--- src/rtl/uart_tx_sched.sv ---
// Two-requester round-robin UART transmit scheduler.
// Serialises the granted byte as 8N1/8N2 or with even/odd parity, paced by an external baud tick.
module uart_tx_sched #(
    parameter int STOP_BITS = 1,
    parameter int PARITY    = 0
) (
    input  logic       clk,
    input  logic       reset,
    input  logic       req0_valid,
    input  logic [7:0] req0_data,
    output logic       req0_ready,
    input  logic       req1_valid,
    input  logic [7:0] req1_data,
    output logic       req1_ready,
    input  logic       baud_tick,
    output logic       baud_en,
    output logic       txd,
    output logic       busy,
    output logic       grant_id
);

    localparam bit TwoStop = (STOP_BITS == 2);
    localparam bit ParEn   = (PARITY == 1) || (PARITY == 2);
    localparam bit ParOdd  = (PARITY == 2);

    typedef enum logic [2:0] {IDLE, START, DATA, PARITY_ST, STOP} state_t;

    state_t      state;
    logic [7:0]  shiftReg;
    logic [2:0]  bitCnt;
    logic        stopCnt;
    logic        parityBit;
    logic        prefer;
    logic        sel;
    logic        tick;
    logic [7:0]  selData;

    // prefer names the requester that wins a tie, i.e. the one not granted last time
    assign tick       = baud_tick && baud_en;
    assign sel        = (req0_valid && req1_valid) ? prefer : req1_valid;
    assign selData    = sel ? req1_data : req0_data;
    assign req0_ready = !reset && (state == IDLE) && req0_valid && !sel;
    assign req1_ready = !reset && (state == IDLE) && req1_valid && sel;

    always_ff @(posedge clk or posedge reset) begin
        if (reset) begin
            state     <= IDLE;
            shiftReg  <= 8'h00;
            bitCnt    <= 3'd0;
            stopCnt   <= 1'b0;
            parityBit <= 1'b0;
            prefer    <= 1'b0;
            txd       <= 1'b1;
            baud_en   <= 1'b0;
            busy      <= 1'b0;
            grant_id  <= 1'b0;
        end else begin
            case (state)
                IDLE: begin
                    if (req0_valid || req1_valid) begin
                        shiftReg  <= selData;
                        grant_id  <= sel;
                        parityBit <= (^selData) ^ ParOdd;
                        prefer    <= !sel;
                        state     <= START;
                        txd       <= 1'b0;
                        baud_en   <= 1'b1;
                        busy      <= 1'b1;
                    end
                end
                START: begin
                    if (tick) begin
                        state  <= DATA;
                        bitCnt <= 3'd0;
                        txd    <= shiftReg[0];
                    end
                end
                DATA: begin
                    if (tick) begin
                        shiftReg <= {1'b0, shiftReg[7:1]};
                        if (bitCnt == 3'd7) begin
                            if (ParEn) begin
                                state <= PARITY_ST;
                                txd   <= parityBit;
                            end else begin
                                state   <= STOP;
                                txd     <= 1'b1;
                                stopCnt <= 1'b0;
                            end
                        end else begin
                            bitCnt <= bitCnt + 3'd1;
                            txd    <= shiftReg[1];
                        end
                    end
                end
                PARITY_ST: begin
                    if (tick) begin
                        state   <= STOP;
                        txd     <= 1'b1;
                        stopCnt <= 1'b0;
                    end
                end
                STOP: begin
                    if (tick) begin
                        if (stopCnt == TwoStop) begin
                            state   <= IDLE;
                            baud_en <= 1'b0;
                            busy    <= 1'b0;
                        end else begin
                            stopCnt <= 1'b1;
                        end
                    end
                end
                default: begin
                    state   <= IDLE;
                    txd     <= 1'b1;
                    baud_en <= 1'b0;
                    busy    <= 1'b0;
                end
            endcase
        end
    end

endmodule

--- config.mk ---
export PLATFORM = sky130hd
export DESIGN_NAME = uart_tx_sched
export DESIGN_NICKNAME = d
export VERILOG_FILES = /design/src/rtl/uart_tx_sched.sv
export SDC_FILE = /design/constraint.sdc
export NUM_CORES = 1
export LEC_CHECK = 0
export ABC_AREA = 1
export CAP_MARGIN = 5
export CORE_AREA = 5 5 56 58
export CTS_BUF_LIST = sky130_fd_sc_hd__clkbuf_4
export DETAILED_ROUTE_END_ITERATION = 8
export DIE_AREA = 0 0 61 63
export PLACE_DENSITY = 0.84
export SYNTH_ARGS = -nofsm -noshare
export SYNTH_HDL_FRONTEND = slang
export SYNTH_SLANG_ARGS = --single-unit
--- constraint.sdc ---
create_clock -name clk -period 1.3 [get_ports clk]
set_input_delay 0.325 -clock clk [delete_from_list [all_inputs] [get_ports clk]]
set_output_delay 0.325 -clock clk [all_outputs]
set_load 0.005 [all_outputs]
### Word level (Yosys, flattened, before mapping)

Cells that the tools add are included.

* register bits after elaboration: 19
* input bits: 21
* output and inout port bits: 6
* word-level logic and storage cells: 79

* $add $sub $neg: 1
* equal/unequal tests: 13
* muxes and demuxes: 33
* bitwise operators: 2
* reduce and logical (&&, ||, !) cells: 22

Operators by type and width (count)
* 2-to-1 mux 3 bit: 10
* 2-to-1 mux 8 bit: 3
* case mux 8 bit (2 select lines): 1
* case mux 3 bit (5 select lines): 1
* 2-to-1 mux 1 bit: 14
* inequality test 2 bit, second input constant: 7
* AND reduction 5 bit: 2
* AND reduction 4 bit: 2
* logical AND 1 bit: 7
* AND reduction 7 bit: 1
* == test 3 x 2 -> 1 bit, second input constant: 2
* == test 3 bit, second input constant: 2
* case mux 1 bit (3 select lines): 2
* case mux 3 bit (2 select lines): 1
* case mux 1 bit (5 select lines): 1
* nonzero test 2 bit: 2
* adder 3 x 1 -> 3 bit, second input constant: 1
* == test 3 x 1 -> 1 bit, second input constant: 1
* zero test 3 bit: 1
* AND reduction 3 bit: 1
* nonzero test 3 bit: 1
* OR reduction 3 bit: 1
* zero test 1 bit: 2
* inequality test 2 x 1 -> 1 bit, second input constant: 1
* 3 further kinds: 4

### Logic depth before layout (Yosys ltp)

Gate-level depths: netlist of the first run.

* depth after elaboration: 5
* depth in mapped cells: 8
* depth with buffers taken out: 8

### Least setup slack after synthesis of the first run

Ideal clock, no wire load.

* path kind: in2out
* start: input reset
* end: output req0_ready
* data arrival time: 1050 ps
* required time: 975 ps
* slack: -75 ps
* cell stages on the path: 3
* path buffers: 0
* path through: inv_1 -> nand2_1 -> nor3_1

* longest elaborated chain between the ends: 4

RTL lines
* from (decl): RTL line 8 `input logic reset,`
* zero test 1 bit (no source line)
* logical AND 1 bit (3 in series): RTL line 42 `assign req0_ready = !reset && (state == IDLE) && req0_valid && !sel;`
* to (decl): RTL line 11 `output logic req0_ready,`

No other way between the ends.

### Final worst setup path of the first run

* start: register state[0]
* end: output req1_ready

* longest elaborated chain between the ends: 4

RTL lines
* from (decl): RTL line 28 `state_t state;`
* from (signal assigned): RTL line 47 `state <= IDLE;`
* from (signal assigned): RTL line 65 `state <= START;`
* from (signal assigned): RTL line 73 `state <= DATA;`
* zero test 3 bit: RTL line 43 `assign req1_ready = !reset && (state == IDLE) && req1_valid && sel;`
* logical AND 1 bit (3 in series): RTL line 43
* to (decl): RTL line 14 `output logic req1_ready,`

No other way between the ends.

==> metrics.md, run 1 <==
| Metric | Value |
|---|---|
| Pre-CTS setup slack | -844 ps |
| Nets | around 230 |
| Failing checks | setup timing |
| Vias/cell | 5.36 |
| Crit path max fanout | 3 |
| Root cell of the clock tree | clkbuf_4 |
| Leading area contributor after synthesis | dfrtp_1 |
| Vias in the first global route | roughly 1300 |
| Crit. Startpoint | state[0] |
| Final Skew | 10.3 ps |
| Fin util | a little over two thirds |
| Starting density of the core | between 40% and 50% |
| Critical path class | reg2out |
| CTS tree | done |
| WL per Instance | 15.5 um |
| Max Clk Rate | approximately 600 MHz |
| Synth Flop Type | dfrtp_1 |
| Final WL | approximately 3700 um |
| Worst Path Required | about 980 ps |
| Slew HR | between 80% and 90% |
| Critical path's top delay family | simple AND/OR/NAND/NOR gates |
| R2r startpoint | state[0] |
| DRC viols | 0 |
| Final TNS setup | -3210 ps |
| Detailed Place HPWL | 2210 um |
| Final critical-path required period | about 1600 ps |
| Die Ht | 63 um |
| Worst-skew pair later-pin latency | 310 ps |
| Clock Path Buffers | 2 |
| Antenna Cells | 0 |
| Hold buffer count at cts | 0 |
| Clock tree sinks | 18 |
| Final setup margin | -338 ps |
| Syn Nets | 171 |
| FP Rows | 19 |
| Sequential area share after synthesis | about two fifths |
| Cell Area, Synth | 1100 um2 |
| CP max-delay cell | dfrtp_1 |
| Pre-Repair DR Iteration Count | 4 |
| Setup crit end kind | output pin |
| Final GP Congestion | ~0.82 |
| Hold WC Path Type | in2async |
| Post-route clock period utilization | 126% |
| Yosys warns | 0 |
| Horiz. Die Dim | roughly 61 um |
| First-pass GRT wire length | 6090 um |
| Most common cell on crit path | nor2_2 |
| Fin area | 1840 um2 |
| Leading post-synthesis cells by cell area | dfrtp_1, nand2_1, nand3_1, or2_2, inv_1 |
| Die area | 3840 um2 |
| Total I/O pin count | 27 |
| Cells along the critical path | nor2_2 -> nand2_2 -> nor2_4 -> inv_2 -> nor2_2 -> buf_2 |
| Number of port buffers | 26 |
| WHS | 246 ps |
| Worst-path clk slew | around 110 ps |
| Maximum vdd drop | between 0.0015 and 0.002 V |
| Max-cap violations | 0 |
| Synth top area share | between 30% and 40% |
| DR iter-0 viols | 51 |
| List of most frequent post-synthesis cells | nand2_1, nand3_1, dfrtp_1, inv_1, or2_2 |
| Least-Margin Pin Slew | 244 ps |
| Core Region | 2620 um2 |
| Final Hold Vio Count | 0 |
| Final setup fails | 18 |
| Status | finished, violations left |
| CTS buffer count | 3 |
| Overflow after GRT | 0 |
| Routed Antenna Nets | 0 |
| PwrDens | roughly 2200 nW/um2 |
| Post-synth EDFFs | 0 |
| Layout cell share with drive strength beyond 1 | 42.4% |
| WP buf/inv | 2 |
| Post-Syn Area per Cell | about 7.5 um2 |
| RSZ-0062 raised after global routing | yes |
| CP Launch Type | flop |
| Most common cell in the netlist | nand2_1 |
| Layout area overhead | 66.7% |
| Crit-path max cell delay | 400 ps |
| Via count | 1265 |
| Fillers | 169 |
| Cell count after synthesis | 148 |
| Cell Area, Placed | 1530 um2 |
| Largest net degree at the start of global routing | 19 |
| #FFs+latches synth | 18 |
| Post-synth ARST share | 100% |
| Htree depth | 1 |
| Initial antenna violation count | 0 |
| Fin. max-slew vios | 0 |
| Leak | 0.918 nW |
| Synth unique cells | 26 |
| GR Util All Layers | 21.2% |
| Worst EP arrival | 1310 ps |
## logic make-up after synthesis
kind of cell,synth area share (%)
AOI/OAI and AO/OA,6.00
adders and majority gates,2.26
buffers and inverters,7.36
DFF,40.9
and+or+nand+nor,43.5
## layout make-up
type,count,area [um2],area share [%]
flip-flops and latches,18,452,24.5
repair buffers,54,488,26.5
multi-input cells,115,766,41.6
well taps,31,38.8,2.11
inverters,14,71.3,3.87
clock buffers,3,22.5,1.22
clock inverters,1,3.75,0.204
## sequential cells by signal, summed over array words and instances (netlist names)
signal and flops:
shiftReg 8, bitCnt 3, state 3, busy 1
grant_id 1, prefer 1, txd 1
## worst paths after layout
check / end / slack, ps / cells after the start
max in group asynchronous: txd / 780 / 3
min in group clk: grant_id / 480 / 5
worst min-delay path: prefer / 250 / 3
worst max-delay path: req1_ready / -340 / 6
worst max register to register: shiftReg[0] / -240 / 10
worst min register to register: shiftReg[2] / 500 / 2
## where the power goes
part           internal [mW]  switching (mW)
registers              0.818           0.153
logic                   1.28            1.51
clock network          0.112           0.191
total                   2.21            1.86
## worst min-delay path: cells and delay by family
kind     cells  cell delay (ps)
buf+inv      3              620
## per-stage QoR
stage          power, mW  std cells
2_1_floorplan       2.08        148
3_3_place_gp        2.78        222
3_5_place_dp        2.87        222
4_1_cts             3.78        237
5_1_grt             4.37        236
6_report            4.06        236
## metal layers
layer  routed length [um]  up-vias  track usage (%)
met5                    0        -                0
met4                   90        0             11.7
met3                  178       12             4.13
met2                 1950       52             35.7
met1                 1430      604             23.9
li1                     -      597                -
## layout by cell type (no fill, tap or decap), drive strengths merged
cell           count
nand3b             1
o21ai              5
clkdlybuf4s15      3
dfstp              1
clkinvlp           1
clkbuf             3
buf               31
nand2             54
dlymetal6s2s       1
a21oi              3
or2                7
ha                 2
clkinv             3
clkdlybuf4s50     17
inv               11
nor3               1
o21bai             1
dlygate4sd2        2
dfrtp             17
nand4              1
nor2               8
nand3             32
## repair_timing
item | CTS | global route
setup buffers | 12 | 4
gates resized for setup | 58 | 23
pin swaps | 12 | 7
endpoints found under the setup margin | 21 | 22
gates cloned | 2 | 0
Note: power is estimated with default switching activity, not from simulation.
==> run 2: changes to the inputs <==
--- a/config.mk
+++ b/config.mk
@@ -6,5 +6,4 @@
 export NUM_CORES = 1
 export LEC_CHECK = 0
-export ABC_AREA = 1
 export CAP_MARGIN = 5
 export CORE_AREA = 5 5 56 58
@@ -13,4 +12,5 @@
 export DIE_AREA = 0 0 61 63
 export PLACE_DENSITY = 0.84
+export SKIP_CTS_REPAIR_TIMING = 1
 export SYNTH_ARGS = -nofsm -noshare
 export SYNTH_HDL_FRONTEND = slang
==> constraint.sdc (replaced) <==
create_clock -name clk -period 1.3 [get_ports clk]
set_input_delay 0.325 -clock clk [delete_from_list [all_inputs] [get_ports clk]]
set_output_delay 0.325 -clock clk [all_outputs]
set_load 0.1 [all_outputs]
==> run 2 against run 1 <==
Net effect:
- the run still ends with setup timing left
- die area unchanged
- sequential share of layout area is 1.2 points higher
- clock power increased by 5%
- critical path type unchanged
- critical endpoint is now req0_ready
- largest cell class unchanged
==> metrics.md, run 2 <==
| Metric | Value |
|---|---|
| Status | finished, violations left |
| Failing checks | setup timing |
| GR Util All Layers | between 10% and 20% |
| WP buf/inv | 2 |
| Biggest regs | shiftReg (8), bitCnt (3), state (3) |
| Critical path's top delay family | simple AND/OR/NAND/NOR gates |
| Leak | 0.845 nW |
| WP depth | 4 |
| Htree depth | 1 |
| DR iter-0 viols | 44 |
| Post-synthesis xor/xnor area fraction | 0% |
| R2r startpoint | state[1] |
| Worst EP arrival | 1630 ps |
| Largest net degree at the start of global routing | 11 |
| Overflow after GRT | 0 |
| Final setup fails | 21 |
| Starting density of the core | 42.0% |
| Horiz. Die Dim | a little over 60 um |
| Vias/cell | 5.16 |
| Worst Path Required | 980 ps |
| Final TNS setup | -4970 ps |
| Final critical-path required period | 1950 ps |
| Post-route clock period utilization | 150% |
| Die Ht | 63 um |
| First-pass GRT wire length | 4350 um |
| Worst r2r dst | shiftReg[7] |
| Main combinational cell family by area after synthesis | compound AO/OA/AOI/OAI gates |
| Number of port buffers | 26 |
| Vias in the first global route | 1040 |
| Multiplexer share of the synthesized area | 10.3% |
| Core Region | ~2600 um2 |
| Detailed Place HPWL | 2120 um |
| Fin. max-slew vios | 0 |
| Max reg flops | 8 |
| CP Launch Type | flop |
| Final Hold Vio Count | 0 |
| Most frequent cells in the layout | buf_4, clkdlybuf4s50_1, dfrtp_1 |
| Least-Margin Pin Slew | 290 ps |
| Worst-path clk slew | 100 ps |
| Antenna Cells | 0 |
| Leading area contributor after synthesis | dfrtp_1 |
| Crit-path max cell delay | 400 ps |
| Most common cell in the netlist | dfrtp_1 |
| Layout cell share with drive strength beyond 1 | 44.8% |
| Post-synth EDFFs | 0 |
| Worst reg2reg setup slack | -340 ps |
| Synth unique cells | 32 |
| RSZ-0062 raised after global routing | yes |
| Total I/O pin count | 27 |
| Synth Area in Compound Gates | 20.5% |
| Cell count after synthesis | 108 |
| Initial antenna violation count | 0 |
| Pre-CTS setup slack | -571 ps |
| Hold_sp | req1_valid |
| DRC viols | 0 |
| Final WL | roughly 2700 um |
| Fin area | 1770 um2 |
| Root cell of the clock tree | clkbuf_4 |
| Maximum vdd drop | 0.00158 V |
| Pre-Repair DR Iteration Count | 4 |
| Placed cell count | 185 |
| FP Rows | 19 |
| Cells along the critical path | or3_4 -> buf_8 -> nor3_4 -> buf_12 |
| Leading post-synthesis cells by cell area | dfrtp_1, a221oi_2, mux2i_1, nor2_1, inv_1 |
| Synth Flop Type | dfrtp_1 |
| Layout area overhead | 61.5% |
| Final setup margin | -655 ps |
| Setup crit end kind | output pin |
| Post-Synth Simple-Gate Area | roughly 16% |
| Post-synth ARST share | 100% |
| Post-Syn Area per Cell | 10.2 um2 |
| Syn Nets | 131 |
| Routed Antenna Nets | 0 |
| #FFs+latches synth | 18 |
| Final Non-Filler Cells | 194 |
| Slew HR | 80.6% |
| WL per Instance | 13.9 um |
| Clock tree sinks | 18 |
| Max-cap violations | 0 |
| Worst hold path stage count | 4 |
| Largest Register | shiftReg |
| Hold EP | prefer |
| Synth top area share | 38.8% |
| Sequential area share after synthesis | just over 40% |
| Final GP Congestion | 0.771 |
| Cell Area, Placed | 1630 um2 |
| Max Clk Rate | 512 MHz |
| CTS buffer count | 3 |
| CP max-delay cell | dfrtp_1 |
| CTS tree | done |
| Cell Area, Synth | 1100 um2 |
| Hold WC Path Type | in2reg |
| PwrDens | 2320 nW/um2 |
| R2R depth | 6 |
| WHS | a little over 400 ps |
| Adder-Cell Fraction of Synth Area | under 10% |
| Nets | ~190 |
| Via count | roughly 1000 |
| List of most frequent post-synthesis cells | dfrtp_1, nor2_1, inv_1, mux2i_1, o21ai_0 |
| Yosys warns | 0 |
| Most common cell after layout, fill and taps aside | buf_4 |
| Worst-skew pair later-pin latency | 300 ps |
| Clock Path Buffers | 2 |
| Final Skew | 4.05 ps |
| Critical path class | reg2out |
| Die area | ~3800 um2 |
| Crit path max fanout | 4 |
## run 2: worst reg2reg max path, delay by kind of cell (launching register included)
family	cells	cell delay [ps]
compound gates	1	240
buf+inv	2	300
flops	1	400
simple gates	3	590
## run 2: area by class of cell
cell class                 count  area [um2]
clock buffer                   4        30.0
sequential                    18         455
fill                         203         843
timing repair buffer          57         577
tap                           31        38.8
inverter                      13        48.8
multi-input combinational     71         622
## run 2: power breakdown
part           internal [mW]  total, mW  switching, mW
clock                  0.141      0.317          0.177
sequential             0.833       1.01          0.176
combinational           1.31       2.78           1.46
total                   2.29       4.10           1.81
## run 2: cells by family (layout without fill, tap and decap cells)
kind of cell / count (synthesis) / after routing
simple gates: 32 / 32
compound gates: 26 / 26
flops: 18 / 18
fa+ha+maj: 2 / 2
buf+inv: 19 / 74
mux: 11 / 11
## run 2: worst max-delay path by stage
stage                     from          to  slack (ps)
floorplan             state[2]  req0_ready        -780
global placement    req0_valid  req0_ready        -570
detailed placement  req0_valid  req0_ready        -570
CTS                   state[0]  req0_ready        -710
global route          state[0]  req0_ready        -730
finish                state[1]  req0_ready        -650
## run 2: routing by layer
| metal | share of wire (%) | up-vias | wire length, um | GRT usage [%] |
|---|---|---|---|---|
| met3 | 3.5 | 5 | 95 | 2.07 |
| met5 | 0 | - | 0 | 0 |
| li1 | - | 492 | - | - |
| met1 | 41 | 478 | 1110 | 18.6 |
| met4 | 2.0 | 0 | 55 | 7.59 |
| met2 | 53 | 26 | 1440 | 24.5 |
## run 2: stage by stage
step	total power, mW	utilization [%]
finish	4.10	67.8
global route	4.34	67.8
CTS	3.81	63.6
detailed placement	3.49	62.5
global placement	3.39	62.5
floorplan	2.71	-
==> run 3: changes to the inputs <==
Settings changed: SETUP_SLACK_MARGIN from default to 0.05, SLEW_MARGIN from default to 30.
==> run 3 against run 2 <==
Net effect:
- the flow still finishes with violations (setup timing)
- design area increased by 0.99%
- critical path depth unchanged
- sequential cell count unchanged
- sequential share of layout area decreased by 0.25 points
- power increased by 1.9%
- non-clock buffer count decreased by 1
- worst hold slack got worse by 17 ps
- via count increased by 4.1%
- count of clock-buffer cells in the layout unchanged
- first-iteration DRC count decreased by 25%
- clock power increased by 4%
==> metrics.md, run 3 (synthesis gave the netlist of run 2 again) <==
| Metric | Value |
|---|---|
| Status | finished, violations left |
| Failing checks | setup timing |
| Clock Path Buffers | 2 |
| RSZ-0062 raised after global routing | yes |
| Routed Antenna Nets | 0 |
| GR Util All Layers | between 10% and 20% |
| Final critical-path required period | 1970 ps |
| Max reg flops | 8 |
| Final Skew | 1.62 ps |
| Crit path max fanout | 7 |
| Cell Area, Placed | 1630 um2 |
| Worst-skew pair later-pin latency | 310 ps |
| Horiz. Die Dim | 61 um |
| Fillers | around 200 |
| First-pass GRT wire length | 4570 um |
| Antenna Cells | 0 |
| Most common cell after layout, fill and taps aside | buf_4 |
| CP Launch Type | flop |
| CTS buffer count | 3 |
| Number of port buffers | 26 |
| Pre-Repair DR Iteration Count | 4 |
| Crit-path max cell delay | approximately 420 ps |
| Least-Margin Pin Slew | around 290 ps |
| R2R depth | 5 |
| CP max-delay cell | dfrtp_1 |
| WHS | about 390 ps |
| Worst reg2reg setup slack | -340 ps |
| Slew HR | 80.4% |
| CTS tree | done |
| R2r startpoint | state[0] |
| Die Ht | 63 um |
| Max-cap violations | 0 |
| Pre-CTS setup slack | -599 ps |
| Fin. max-slew vios | 0 |
| Initial antenna violation count | 0 |
| Vias in the first global route | around 1100 |
| Placed cell count | 184 |
| Via count | ~1000 |
| Leak | 0.842 nW |
| Clock tree sinks | 18 |
| Vias/cell | 5.40 |
| DR iter-0 viols | 33 |
| Core Region | 2620 um2 |
| Final TNS setup | -5150 ps |
| Layout area overhead | 63.1% |
| Fin util | a little under 70% |
| Final WL | 2920 um |
| WL per Instance | 15.1 um |
| Total I/O pin count | 27 |
| Final Hold Vio Count | 0 |
| Post-route clock period utilization | 152% |
| Worst EP arrival | 1650 ps |
| Worst r2r dst | shiftReg[7] |
| Final GP Congestion | between 0.7 and 0.8 |
| Die area | 3840 um2 |
| Largest net degree at the start of global routing | 11 |
| Detailed Place HPWL | around 2100 um |
| Starting density of the core | a little over two fifths |
| Largest Register | shiftReg |
| Fin area | 1790 um2 |
| Root cell of the clock tree | clkbuf_4 |
| Final setup margin | -672 ps |
| Overall power | 4.18 mW |
| Worst Path Required | 980 ps |
| Maximum vdd drop | about 0.0017 V |
| Nets | 186 |
| Critical path class | reg2out |
| Most frequent cells in the layout | buf_4, clkdlybuf4s50_1, dfrtp_1 |
| Layout cell share with drive strength beyond 1 | between 40 and 50% |
| Setup crit end kind | output pin |
| Overflow after GRT | 0 |
| Hold WC Path Type | in2async |
| Final Non-Filler Cells | 193 |
| FP Rows | 19 |
| Htree depth | 1 |
| Worst-path clk slew | 110 ps |
| PwrDens | 2340 nW/um2 |
| Biggest regs | shiftReg (8), bitCnt (3), state (3) |
| DRC viols | 0 |
| Max Clk Rate | 507 MHz |
| Cells along the critical path | or3_1 -> buf_6 -> nor3_4 -> buf_12 |
| Final setup fails | 20 |
==> run 3: worst max-delay path, delay by kind of cell (launching register included) <==
family / cells / cell delay, ps
buf+inv: 2 / 350
flops: 1 / 420
simple gates: 2 / 570
==> run 3: area by class of cell <==
type                    instances  area (um2)  share of cell area, %
inverters                      13        48.8                   2.73
clock buffers                   4        30.0                   1.68
repair buffers                 56         569                   31.8
flip-flops and latches         18         455                   25.5
well taps                      31        38.8                   2.17
multi-input cells              71         647                   36.2
==> run 3: where the power goes <==
group / switching (mW) / internal [mW]
clock network: 0.190 / 0.141
logic: 1.51 / 1.32
registers: 0.190 / 0.833
==> run 3: worst max-delay path by stage <==
stage	from	to	slack [ps]	depth (start not counted)
floorplan	state[2]	req0_ready	-780	4
global placement	req0_valid	req0_ready	-570	6
detailed placement	req0_valid	req0_ready	-600	6
CTS	state[0]	req1_ready	-690	4
global route	state[2]	req0_ready	-730	4
finish	state[1]	req0_ready	-670	4
==> run 3: layer usage <==
layer,vias to the layer above,track usage [%],part of all wire [%]
li1,486,-,-
met1,508,17.2,38
met2,43,26.6,54
met3,5,3.72,5.8
met4,0,11.1,2.4
met5,-,0,0
